**src/rtl/if_fetch_unit_if.sv**
```systemverilog
// ROM-side and IF/ID-side bus of the instruction fetch unit.
// IF_ALIGN_CHECK_EN adds the registered misalignment flag.
interface if_fetch_unit_if;
    logic        rom_ce_o;
    logic [31:0] pc_o;
    logic [31:0] inst_i;
    logic [31:0] id_pc_o;
    logic [31:0] id_inst_o;
`ifdef IF_ALIGN_CHECK_EN
    logic        id_misalign_o;
`endif

    modport master (
        output rom_ce_o, pc_o, id_pc_o, id_inst_o,
`ifdef IF_ALIGN_CHECK_EN
        output id_misalign_o,
`endif
        input  inst_i
    );

    modport slave (
        input  rom_ce_o, pc_o, id_pc_o, id_inst_o,
`ifdef IF_ALIGN_CHECK_EN
        input  id_misalign_o,
`endif
        output inst_i
    );
endinterface

```
**src/rtl/if_fetch_unit.sv**
```systemverilog
// MIPS IF stage: PC register, ROM enable and the IF/ID pipeline register.
// Optional IF_ALIGN_CHECK_EN flags misaligned fetches and NOPs them out.
module if_fetch_unit #(
    parameter logic [31:0] RESET_PC = 32'h0000_0000,
    parameter logic [31:0] NOP_INST = 32'h0000_0000
) (
    input  logic                   clk,
    input  logic                   rst,
    input  logic [5:0]             stall,
    input  logic                   branch_flag_i,
    input  logic [31:0]            branch_target_address_i,
    input  logic                   flush,
    input  logic [31:0]            new_pc,
    if_fetch_unit_if.master        bus
);
    logic        ce_q;
    logic [31:0] pc_q, pc_d;
    logic [31:0] id_pc_q, id_pc_d;
    logic [31:0] id_inst_q, id_inst_d;
    logic        misalign;
    logic        unused_stall;

    // Stall bits beyond ID belong to later stages.
    assign unused_stall = ^stall[5:3];

`ifdef IF_ALIGN_CHECK_EN
    logic id_mis_q, id_mis_d;
    assign misalign = (pc_q[1:0] != 2'b00);
`else
    assign misalign = 1'b0;
`endif

    always_comb begin
        pc_d = pc_q;
        if (flush)
            pc_d = new_pc;
        else if (!stall[0])
            pc_d = branch_flag_i ? branch_target_address_i : pc_q + 32'd4;
    end

    always_comb begin
        id_pc_d   = id_pc_q;
        id_inst_d = id_inst_q;
`ifdef IF_ALIGN_CHECK_EN
        id_mis_d  = id_mis_q;
`endif
        if (flush || (stall[1] && !stall[2])) begin
            id_pc_d   = 32'h0;
            id_inst_d = NOP_INST;
`ifdef IF_ALIGN_CHECK_EN
            id_mis_d  = 1'b0;
`endif
        end else if (!stall[1]) begin
            id_pc_d   = pc_q;
            id_inst_d = misalign ? NOP_INST : bus.inst_i;
`ifdef IF_ALIGN_CHECK_EN
            id_mis_d  = misalign;
`endif
        end
    end

    always_ff @(posedge clk) begin
        if (rst) begin
            ce_q      <= 1'b0;
            pc_q      <= RESET_PC;
            id_pc_q   <= 32'h0;
            id_inst_q <= 32'h0;
`ifdef IF_ALIGN_CHECK_EN
            id_mis_q  <= 1'b0;
`endif
        end else begin
            ce_q      <= 1'b1;
            // PC only starts moving once the ROM has been enabled for a cycle.
            pc_q      <= ce_q ? pc_d : RESET_PC;
            id_pc_q   <= id_pc_d;
            id_inst_q <= id_inst_d;
`ifdef IF_ALIGN_CHECK_EN
            id_mis_q  <= id_mis_d;
`endif
        end
    end

    assign bus.rom_ce_o  = ce_q;
    assign bus.pc_o      = pc_q;
    assign bus.id_pc_o   = id_pc_q;
    assign bus.id_inst_o = id_inst_q;
`ifdef IF_ALIGN_CHECK_EN
    assign bus.id_misalign_o = id_mis_q;
`endif
endmodule

```
**src/flat_wrapper.sv**
```systemverilog
// flat-port wrapper written by rule: the top's interface ports become plain ports
module if_fetch_unit_flat 
#(
    parameter logic [31:0] RESET_PC = 32'h0000_0000,
    parameter logic [31:0] NOP_INST = 32'h0000_0000
)
  (clk, rst, stall, branch_flag_i, branch_target_address_i, flush, new_pc, bus_rom_ce_o, bus_pc_o, bus_id_pc_o, bus_id_inst_o, bus_inst_i);
  if_fetch_unit_if bus_i ();
  input  logic clk;
  input  logic rst;
  input  logic [5:0] stall;
  input  logic branch_flag_i;
  input  logic [31:0] branch_target_address_i;
  input  logic flush;
  input  logic [31:0] new_pc;
  output wire logic [$bits(bus_i.rom_ce_o)-1:0] bus_rom_ce_o;
  output wire logic [$bits(bus_i.pc_o)-1:0] bus_pc_o;
  output wire logic [$bits(bus_i.id_pc_o)-1:0] bus_id_pc_o;
  output wire logic [$bits(bus_i.id_inst_o)-1:0] bus_id_inst_o;
  input wire logic [$bits(bus_i.inst_i)-1:0] bus_inst_i;
  assign bus_rom_ce_o = bus_i.rom_ce_o;
  assign bus_pc_o = bus_i.pc_o;
  assign bus_id_pc_o = bus_i.id_pc_o;
  assign bus_id_inst_o = bus_i.id_inst_o;
  assign bus_i.inst_i = bus_inst_i;
  if_fetch_unit #(.RESET_PC(RESET_PC), .NOP_INST(NOP_INST)) u_core (.clk(clk), .rst(rst), .stall(stall), .branch_flag_i(branch_flag_i), .branch_target_address_i(branch_target_address_i), .flush(flush), .new_pc(new_pc), .bus(bus_i));
endmodule
```
**config.mk**
```make
export PLATFORM = sky130hd
export DESIGN_NAME = if_fetch_unit_flat
export DESIGN_NICKNAME = d
export VERILOG_FILES = /design/src/rtl/if_fetch_unit_if.sv /design/src/rtl/if_fetch_unit.sv /design/src/flat_wrapper.sv
export SDC_FILE = /design/constraint.sdc
export NUM_CORES = 1
export LEC_CHECK = 0
export CORE_MARGIN = 2
export CORE_UTILIZATION = 38
export CTS_CLUSTER_DIAMETER = 80
export CTS_CLUSTER_SIZE = 30
export DETAILED_ROUTE_END_ITERATION = 8
export GPL_ROUTABILITY_DRIVEN = 0
export PLACE_DENSITY = 0.74
export SYNTH_ARGS = -nofsm -noshare
export SYNTH_HDL_FRONTEND = slang
export SYNTH_SLANG_ARGS = --single-unit
```
**constraint.sdc**
```tcl
create_clock -name clk -period 1.7 [get_ports clk]
set_input_delay 0.425 -clock clk [delete_from_list [all_inputs] [get_ports clk]]
set_output_delay 0.425 -clock clk [all_outputs]
set_load 0.005 [all_outputs]
```
After elaboration in Yosys (flattened, before gate mapping):

Cells that the tools add are included.

* flip-flop bits (word level): 97
* latch bits: 0
* bits in writable memories: 0
* bits in read-only memories: 0
* logic and storage cells: 16
* memories: 0

* $add $sub $neg: 1
* $mul: 0
* divide/modulo/power cells: 0
* $lt $le $gt $ge: 0
* equal/unequal tests: 1
* shift operators: 0
* muxes and demuxes: 4
* bitwise gates (word level): 1
* reductions and logical operators: 5

Operator list (count)
* $mux W32: 3
* $add A32 B3 Y32 const B: 1
* $reduce_or A2 Y1: 2
* $ne A2 B1 Y1 const B: 1
* $logic_and A1 B1 Y1: 1
* $logic_not A1 Y1: 1
* $logic_or A1 B1 Y1: 1
* $mux W1: 1
* $not A1 Y1: 1

Longest topological paths before layout:

Gate-level depths: netlist of the first run.

* word-level depth: 4
* mapped depth: 7
* gate-level depth less buffers: 6

Least setup slack after synthesis of the first run:

No wires, ideal clock.

* kind: reg2reg
* start point: register u_core.pc_q[2], in the netlist u_core.bus.pc_o[2]
* end point: register u_core.pc_q[24], in the netlist u_core.bus.pc_o[24]
* library setup time: 0.125 ns
* arrival: 1.722 ns
* slack: -0.147 ns
* cell stages (with the launch flop): 7
* period minus slack after synthesis: 1.847 ns
* cells stage by stage: dfxtp_1 -> ha_1 -> and4_2 -> nand3_4 -> or4_4 -> xor2_1 -> o21ai_1

* longest elaborated chain between the ends: 4

RTL lines
* start: declaration: RTL line if_fetch_unit.sv:17 `logic [31:0] pc_q, pc_d;`
* start signal: assignment: RTL line if_fetch_unit.sv:74 `pc_q <= ce_q ? pc_d : RESET_PC;`
* $add A32 B3 Y32: RTL line if_fetch_unit.sv:38 `pc_d = branch_flag_i ? branch_target_address_i : pc_q + 32'd4;`
* $mux W32: RTL line if_fetch_unit.sv:38
* $mux W32: RTL line if_fetch_unit.sv:37 `else if (!stall[0])`
* $mux W32: RTL line if_fetch_unit.sv:35 `if (flush)`

Every way passes these cells. The select of a mux whose other input is x is not followed.
A chain may end at the register's enable or synchronous reset.

Worst setup path in the final report of the first run:

Ends and elaborated chain as after synthesis.

==> results by group, run 1 <==
Status
  • Status: finished, violations left
  • Violated checks: negative setup slack

Pwr
  • PwrDens: 721 nW/µm²
  • Leakage: 0.00310 µW
  • Worst IR Drop VDD: 0.415 mV
  • Pwr Total: 5510 µW

Floorplanning
  • Rows: 39
  • Initial Util: 39.4%
  • Ports: just over 200
  • Die Span Y: 113 µm
  • Core ar.: 11,600 µm²
  • Chip Width: 113 µm
  • Die area: about 13,000 µm²

GRT
  • Global-route wire length before repair: approximately 25,000 µm
  • Largest net degree at the start of global routing: between 40 and 50
  • Initial antenna violation count: 1
  • Grt ovf: 0
  • Met2 global-route usage: 41.2%
  • Global routing's busiest layer: met2
  • Gr usage total: 23.9%
  • Vias in the first global route: between 4k and 5k
  • M1 GR Usage: a little under 30%
  • GR Layer Usage met3: 5.21%

Placement
  • PortBufs: a little under 200
  • Place WS: -0.376 ns
  • Post-detail-place hpwl: 11,800 µm
  • Post-Place Cells: between 900 and 1k

Worst hold path
  • Worst hold path class: flip-flop to flip-flop
  • Hold Startpoint: u_core.bus.id_pc_o[19]
  • Worst Hold Path EP: u_core.bus.id_pc_o[19]
  • Hold path cells: 2

Yosys
  • Mapped Cells: 528
  • Netlist cell types: 48
  • Commonest cells in the netlist: dfxtp_1 (97), nor2_1 (90), mux2i_1 (69), nand2_1 (42), clkbuf_1 (24)
  • Syn Std Cell Area: roughly 4600 µm²
  • Syn nets: 635
  • Synth warn: 0
  • Count leader, synth: dfxtp_1
  • Mapped Avg Cell Area: about 8.6 µm²
  • EDFF count, synth: 0
  • FF+latch count, synth: 97
  • Area leader, netlist: dfxtp_1
  • Async set-reset flop share out of synthesis: 0%
  • Share of the synthesized area in the top cell type: a little over two fifths
  • Sequential fraction of the synthesis area: between 40 and 50%
  • Synth Flop Type: dfxtp_1
  • Synth area leaders: dfxtp_1 (43%), mux2i_1 (15%), nor2_1 (7.4%), nand2_1 (3.5%), a21oi_1 (2.5%)

Routing
  • 1st-pass router iterations: 8
  • Vias post-DR: 4,933
  • Routed wire length: around 16,000 µm
  • Vias/cell: 5.32
  • Iteration-0 DRC Markers: 352
  • Remaining antenna violation count after routing: 0
  • WL/cell: 16.9 µm
  • DRC Markers: 0

Critical path
  • FF-to-FF Start: u_core.bus.pc_o[2]
  • FF-to-FF path depth: 6
  • CP required: 1.93 ns
  • Crit Reg-Reg Endpoint: u_core.bus.pc_o[24]
  • Slowest CP cell: or4_4
  • Max stage delay on crit path: 0.53 ns
  • Setup crit start kind: flip-flop
  • Critical path peak fanout: 6
  • Crit path max-delay family: simple AND/OR/NAND/NOR gates
  • Worst setup EP type: flip-flop
  • Critical path data arrival time: 1.95 ns
  • Reg2reg setup slack: -0.02 ns
  • CP Cell Sequence: ha_4 -> and4_4 -> nand3_4 -> or4_4 -> xor2_1 -> o21ai_1
  • WS Path Type: flip-flop to flip-flop
  • Bufs and invs on worst path: 0

Timing
  • Fin crit period: ~1.7 ns
  • Slew Viols, Final: 0
  • Setup violations, final: 1
  • Slew headroom: 72.1%
  • Fmax: slightly below 600 MHz
  • Fin worst setup slack: -0.0211 ns
  • Worst-case clock skew: 0.0103 ns
  • RSZ-0062 raised after global routing: yes
  • Final hold violation count: 0
  • Tcrit/Tclk final: 101%
  • Slew @ Worst Pin: 0.419 ns

Layout
  • Share of cells above drive strength 1: 18.5%
  • Fin nets: around 900
  • Final core occ: 66.0%
  • # diodes: 0
  • Non-filler cells, final: 928
  • Area delta synth->final: 67.6%

Job
  • Max-Cap Viols: 0

Clock network
  • Clock Sinks: 97
  • Number of H-tree levels: 3
  • CTS root buf: clkbuf_16
  • Reg clk slew, reported paths: 0.07 ns
  • Clk Latency, worst-skew pair: around 0.35 ns
  • CTS buffer count: 9
  • Cts hold-fix bufs: 0
  • CTS Buffer Depth: 2
  • CTS tree: done
==> power by group <==
group,total [µW],internal (µW),switching [µW]
Combinational,905,529,376
Sequential,2380,2330,48.5
Clock,2220,1330,891
Total,5510,4190,1320
==> logic make-up (layout without fill, tap and decap cells) <==
| kind of cell | after synthesis | in the layout | synth area share, % |
|---|---|---|---|
| AND/OR/NAND/NOR | 200 | 200 | 20.9 |
| AO/OA/AOI/OAI | 101 | 101 | 14.0 |
| buffers and inverters | 45 | 302 | 3.98 |
| adder cells (fa/ha/maj) | 1 | 1 | 0.275 |
| flip-flops | 97 | 97 | 42.6 |
| XOR/XNOR | 13 | 13 | 2.50 |
| multiplexers | 71 | 71 | 15.7 |
==> worst reg2reg max path: cells and delay by family (launching register included) <==
family                     cells  cell delay (ns)
AOI/OAI and AO/OA              1             0.07
DFF                            1             0.37
adders and majority gates      1             0.13
xor gates and xnor gates       1             0.15
and+or+nand+nor                3             0.88
==> registers in the layout, indices dropped and copies added (netlist names) <==
signal,count
u_core.bus.id_inst_o,32
u_core.bus.id_pc_o,32
u_core.bus.pc_o,32
u_core.bus.rom_ce_o,1
==> area by class of cell <==
type	instances	area (µm²)
repair buffers	278	2610
inverters	8	30.0
flip-flops and latches	97	1990
well taps	143	179
clock buffers	10	239
fillers	941	3930
clock inverters	6	87.6
multi-input cells	386	2500
==> metal layers <==
metal,vias up,part of all wire (%)
met3,37,7.3
met1,2300,44
met4,2,2.2
met5,-,0.083
met2,214,47
li1,2380,-
==> cell usage in the layout (no fill, tap or decap), types with 10 or more instances in the layout <==
master	instances
dfxtp_1	72
dlygate4sd2_1	23
clkdlybuf4s50_1	173
a22oi_1	12
dfxtp_2	17
nand2_1	42
buf_4	69
a21oi_1	23
nand3_1	12
o21ai_1	10
nor3_1	12
mux2i_1	69
nor2_1	89
o21ai_0	23
==> worst max-delay path by stage <==
stage	startpoint	to	slack [ns]	depth (start not counted)
2_1_floorplan	flush	u_core.bus.pc_o[3]	0.01	5
3_3_place_gp	branch_flag_i	u_core.bus.pc_o[25]	-0.28	5
5_1_grt	u_core.bus.pc_o[7]	u_core.bus.pc_o[24]	-0.09	6
6_report	u_core.bus.pc_o[2]	u_core.bus.pc_o[24]	-0.02	6
3_5_place_dp	stall[0]	u_core.bus.pc_o[24]	-0.38	6
4_1_cts	u_core.bus.pc_o[3]	u_core.bus.pc_o[24]	-0.03	6
==> metrics by stage <==
stage | TNS (ns) | instance area, µm² | hold WS [ns]
after floorplan | 0 | 4570 | 0.488
after global placement | -5.81 | 7140 | 0.474
after detailed placement | -9.10 | 7140 | 0.484
after CTS | -0.0339 | 7560 | 0.500
after global routing | -0.428 | 7640 | 0.523
final | -0.0211 | 7640 | 0.497
==> repair_timing <==
item                                    4_1_cts  5_1_grt
cloned                                        0        0
gates resized for setup                      60       12
setup buffers                                 7        2
endpoints found under the setup margin       34       14
pin swaps                                     1        6
(Power assumes the default switching activity.)
==> run 2: changes to the inputs <==
Settings changed: CORE_UTILIZATION 38 to 30, CTS_CLUSTER_SIZE 30 to 16, PLACE_DENSITY 0.74 to 0.6.
==> run 2 against run 1 <==
Net effect: die area grew 26%; the flow still finishes with violations (negative setup slack); first-iteration DRC count shrank 12%; utilization shrank 14 points; clock skew shrank 0.0040 ns; cell count grew 5.9%; largest cell class unchanged; largest power group unchanged; via count shrank 0.61%; sequential power is essentially flat; hold slack lost 0.019 ns.
==> results by group, run 2 (same netlist as run 1, synthesis figures left out) <==
GRT
  • Initial antenna violation count: 0 (was 1)
  • Global-route wire length before repair: 25,400 µm (was 24,700 µm)
  • Grt ovf: 0 (unchanged)
  • Vias in the first global route: 4,917 (was 4,832)
  • Largest net degree at the start of global routing: 45 (was 47)
  • Gr usage total: 19.6% (was 23.9%)

Timing
  • RSZ-0062 raised after global routing: yes (unchanged)
  • Fin crit period: 1.77 ns (was 1.72 ns)
  • Slew headroom: 74.3% (was 72.1%)
  • Final hold violation count: 0 (unchanged)
  • Fin Hold WS: 0.477 ns (was 0.497 ns)
  • Fmax: 565 MHz (was 581 MHz)
  • Slew @ Worst Pin: 0.384 ns (was 0.419 ns)
  • Worst-case clock skew: 0.00629 ns (was 0.0103 ns)
  • Post-route setup TNS: -0.0706 ns (was -0.0211 ns)
  • Tcrit/Tclk final: 104% (was 101%)
  • Slew Viols, Final: 0 (unchanged)
  • Setup violations, final: 1 (unchanged)
  • Fin worst setup slack: -0.0706 ns (was -0.0211 ns)

Pwr
  • Sw frac: 24.8% (was 23.9%)
  • Pwr Total: 5250 µW (was 5510 µW)
  • Leakage: 0.00326 µW (was 0.00310 µW)
  • Logic pwr share: 17.5% (was 16.4%)
  • Pint: 3940 µW (was 4190 µW)
  • PwrDens: 670 nW/µm² (was 721 nW/µm²)
  • Clock power frac: 37.1% (was 40.4%)
  • Worst IR Drop VDD: 0.446 mV (was 0.415 mV)
  • NetSw: 1300 µW (was 1320 µW)
  • Flop pwr share: 45.4% (was 43.2%)

Job
  • Max-Cap Viols: 0 (unchanged)

Layout
  • Leading cell type in the layout, fill and taps excluded: clkdlybuf4s50_1 (unchanged)
  • Final instance area: 7830 µm² (was 7640 µm²)
  • Share of cells above drive strength 1: 20.1% (was 18.5%)
  • Fin nets: 898 (was 887)
  • Non-filler cells, final: 983 (was 928)
  • # diodes: 0 (unchanged)
  • Most frequent cells in the layout: clkdlybuf4s50_1 (171), nor2_1 (89), buf_4 (77) (was clkdlybuf4s50_1 (173), nor2_1 (89), dfxtp_1 (72))
  • Area delta synth->final: 72.0% (was 67.6%)

Worst hold path
  • Worst hold path class: input pin to flip-flop (was flip-flop to flip-flop)
  • Hold Startpoint: flush (was u_core.bus.id_pc_o[19])

Clock network
  • CTS Buffer Depth: 2 (unchanged)
  • Clock Sinks: 97 (unchanged)
  • Number of H-tree levels: 3 (unchanged)
  • CTS tree: done (unchanged)
  • CTS buffer count: 9 (unchanged)
  • Clk Latency, worst-skew pair: 0.35 ns (about the same)
  • CTS root buf: clkbuf_16 (unchanged)
  • Cts hold-fix bufs: 0 (unchanged)
  • Reg clk slew, reported paths: 0.07 ns (about the same)

Placement
  • Post-detail-place hpwl: 12,100 µm (was 11,800 µm)
  • Post-DP Area: 7230 µm² (was 7140 µm²)
  • Post-Place Cells: 951 (was 903)
  • PortBufs: 199 (unchanged)

Critical path
  • CP Cell Sequence: buf_4 -> and4_4 -> nand3_4 -> or4_4 -> xor2_2 -> o21ai_1 (was ha_4 -> and4_4 -> nand3_4 -> or4_4 -> xor2_1 -> o21ai_1)
  • Crit path max-delay family: simple AND/OR/NAND/NOR gates (unchanged)
  • Critical path data arrival time: 2.04 ns (was 1.95 ns)
  • Setup crit start: u_core.bus.pc_o[9] (was u_core.bus.pc_o[2])
  • Worst setup EP type: flip-flop (unchanged)
  • Setup crit start kind: flip-flop (unchanged)
  • Slowest CP cell: or4_4 (unchanged)
  • Max stage delay on crit path: 0.55 ns (was 0.53 ns)
  • Bufs and invs on worst path: 1 (was 0)
  • Critical path peak fanout: 5 (was 6)
  • CP required: 1.97 ns (was 1.93 ns)
  • WS Path Type: flip-flop to flip-flop (unchanged)
  • FF-to-FF Start: u_core.bus.pc_o[9] (was u_core.bus.pc_o[2])

Routing
  • Iteration-0 DRC Markers: 311 (was 352)
  • Vias/cell: 4.99 (was 5.32)
  • WL/cell: 16.5 µm (was 16.9 µm)
  • Routed wire length: 16,200 µm (was 15,700 µm)
  • DRC Markers: 0 (unchanged)
  • Vias post-DR: 4,903 (was 4,933)
  • 1st-pass router iterations: 5 (was 8)
  • Remaining antenna violation count after routing: 0 (unchanged)

Floorplanning
  • Core ar.: 15,000 µm² (was 11,600 µm²)
  • Initial Util: 30.3% (was 39.4%)
  • Chip Width: 127 µm (was 113 µm)
  • Die area: 16,200 µm² (was 12,900 µm²)
  • Ports: 203 (unchanged)
  • Die Span Y: 127 µm (was 113 µm)
  • Rows: 45 (was 39)

Status
  • Status: finished, violations left (unchanged)
  • Violated checks: negative setup slack (unchanged)
-- run 2: cell types whose count changed in the layout (fill, tap and decap cells not counted), sizes merged --
cell	delta
clkdlybuf4s50	-2
bufinv	-2
dlygate4sd2	-1
clkbuf	+4
inv	-2
buf	+10
dlymetal6s2s	+3
-- run 2: what timing repair did --
item / CTS / global route
pin swaps: 4 / 14
gates resized for setup: 62 / 25
cloned: 0 / 1
setup buffers: 10 / 7
setup endpoints to repair: 34 / 22
-- run 2: layout make-up --
type                    count  area, µm²
fillers                  1375       7200
clock buffers              13        262
flip-flops and latches     97       2000
clock inverters             2       12.5
well taps                 188        235
multi-input cells         386       2560
repair buffers            289       2740
inverters                   8       30.0
-- run 2: final timing paths --
kind,to,slack [ns],cells past startpoint
max,u_core.bus.pc_o[24],-0.07,6
min reg2reg,u_core.bus.id_inst_o[21],0.49,2
min,u_core.bus.pc_o[16],0.48,3
max reg2reg,u_core.bus.pc_o[24],-0.07,6
-- run 2: metrics by stage --
stage	setup slack [ns]	utilization [%]
floorplan	0.0128	-
global placement	-0.305	48.1
detailed placement	-0.355	48.1
CTS	-0.0360	50.8
global route	-0.0964	52.1
finish	-0.0706	52.1
-- run 2: power groups by stage --
stage               Sequential, µW  Combinational (µW)  Clock [µW]
floorplan                     2440                 335           0
global placement              2430                 886           0
detailed placement            2430                 897           0
CTS                           2380                 909        2010
global route                  2390                 993        2100
finish                        2380                 919        1950
-- run 2: metal layers --
layer | vias to the layer above | global-route usage, % | part of all wire (%)
li1 | 2402 | - | -
met1 | 2293 | 25.8 | 45
met2 | 184 | 32.6 | 47
met3 | 24 | 3.14 | 5.4
met4 | 0 | 7.24 | 2.1
met5 | - | 0 | 0
-- run 2: tightest hold or removal path: stages --
cell and delay (ns):
buf_2 0.16, nand2_1 0.11, a211oi_2 0.09
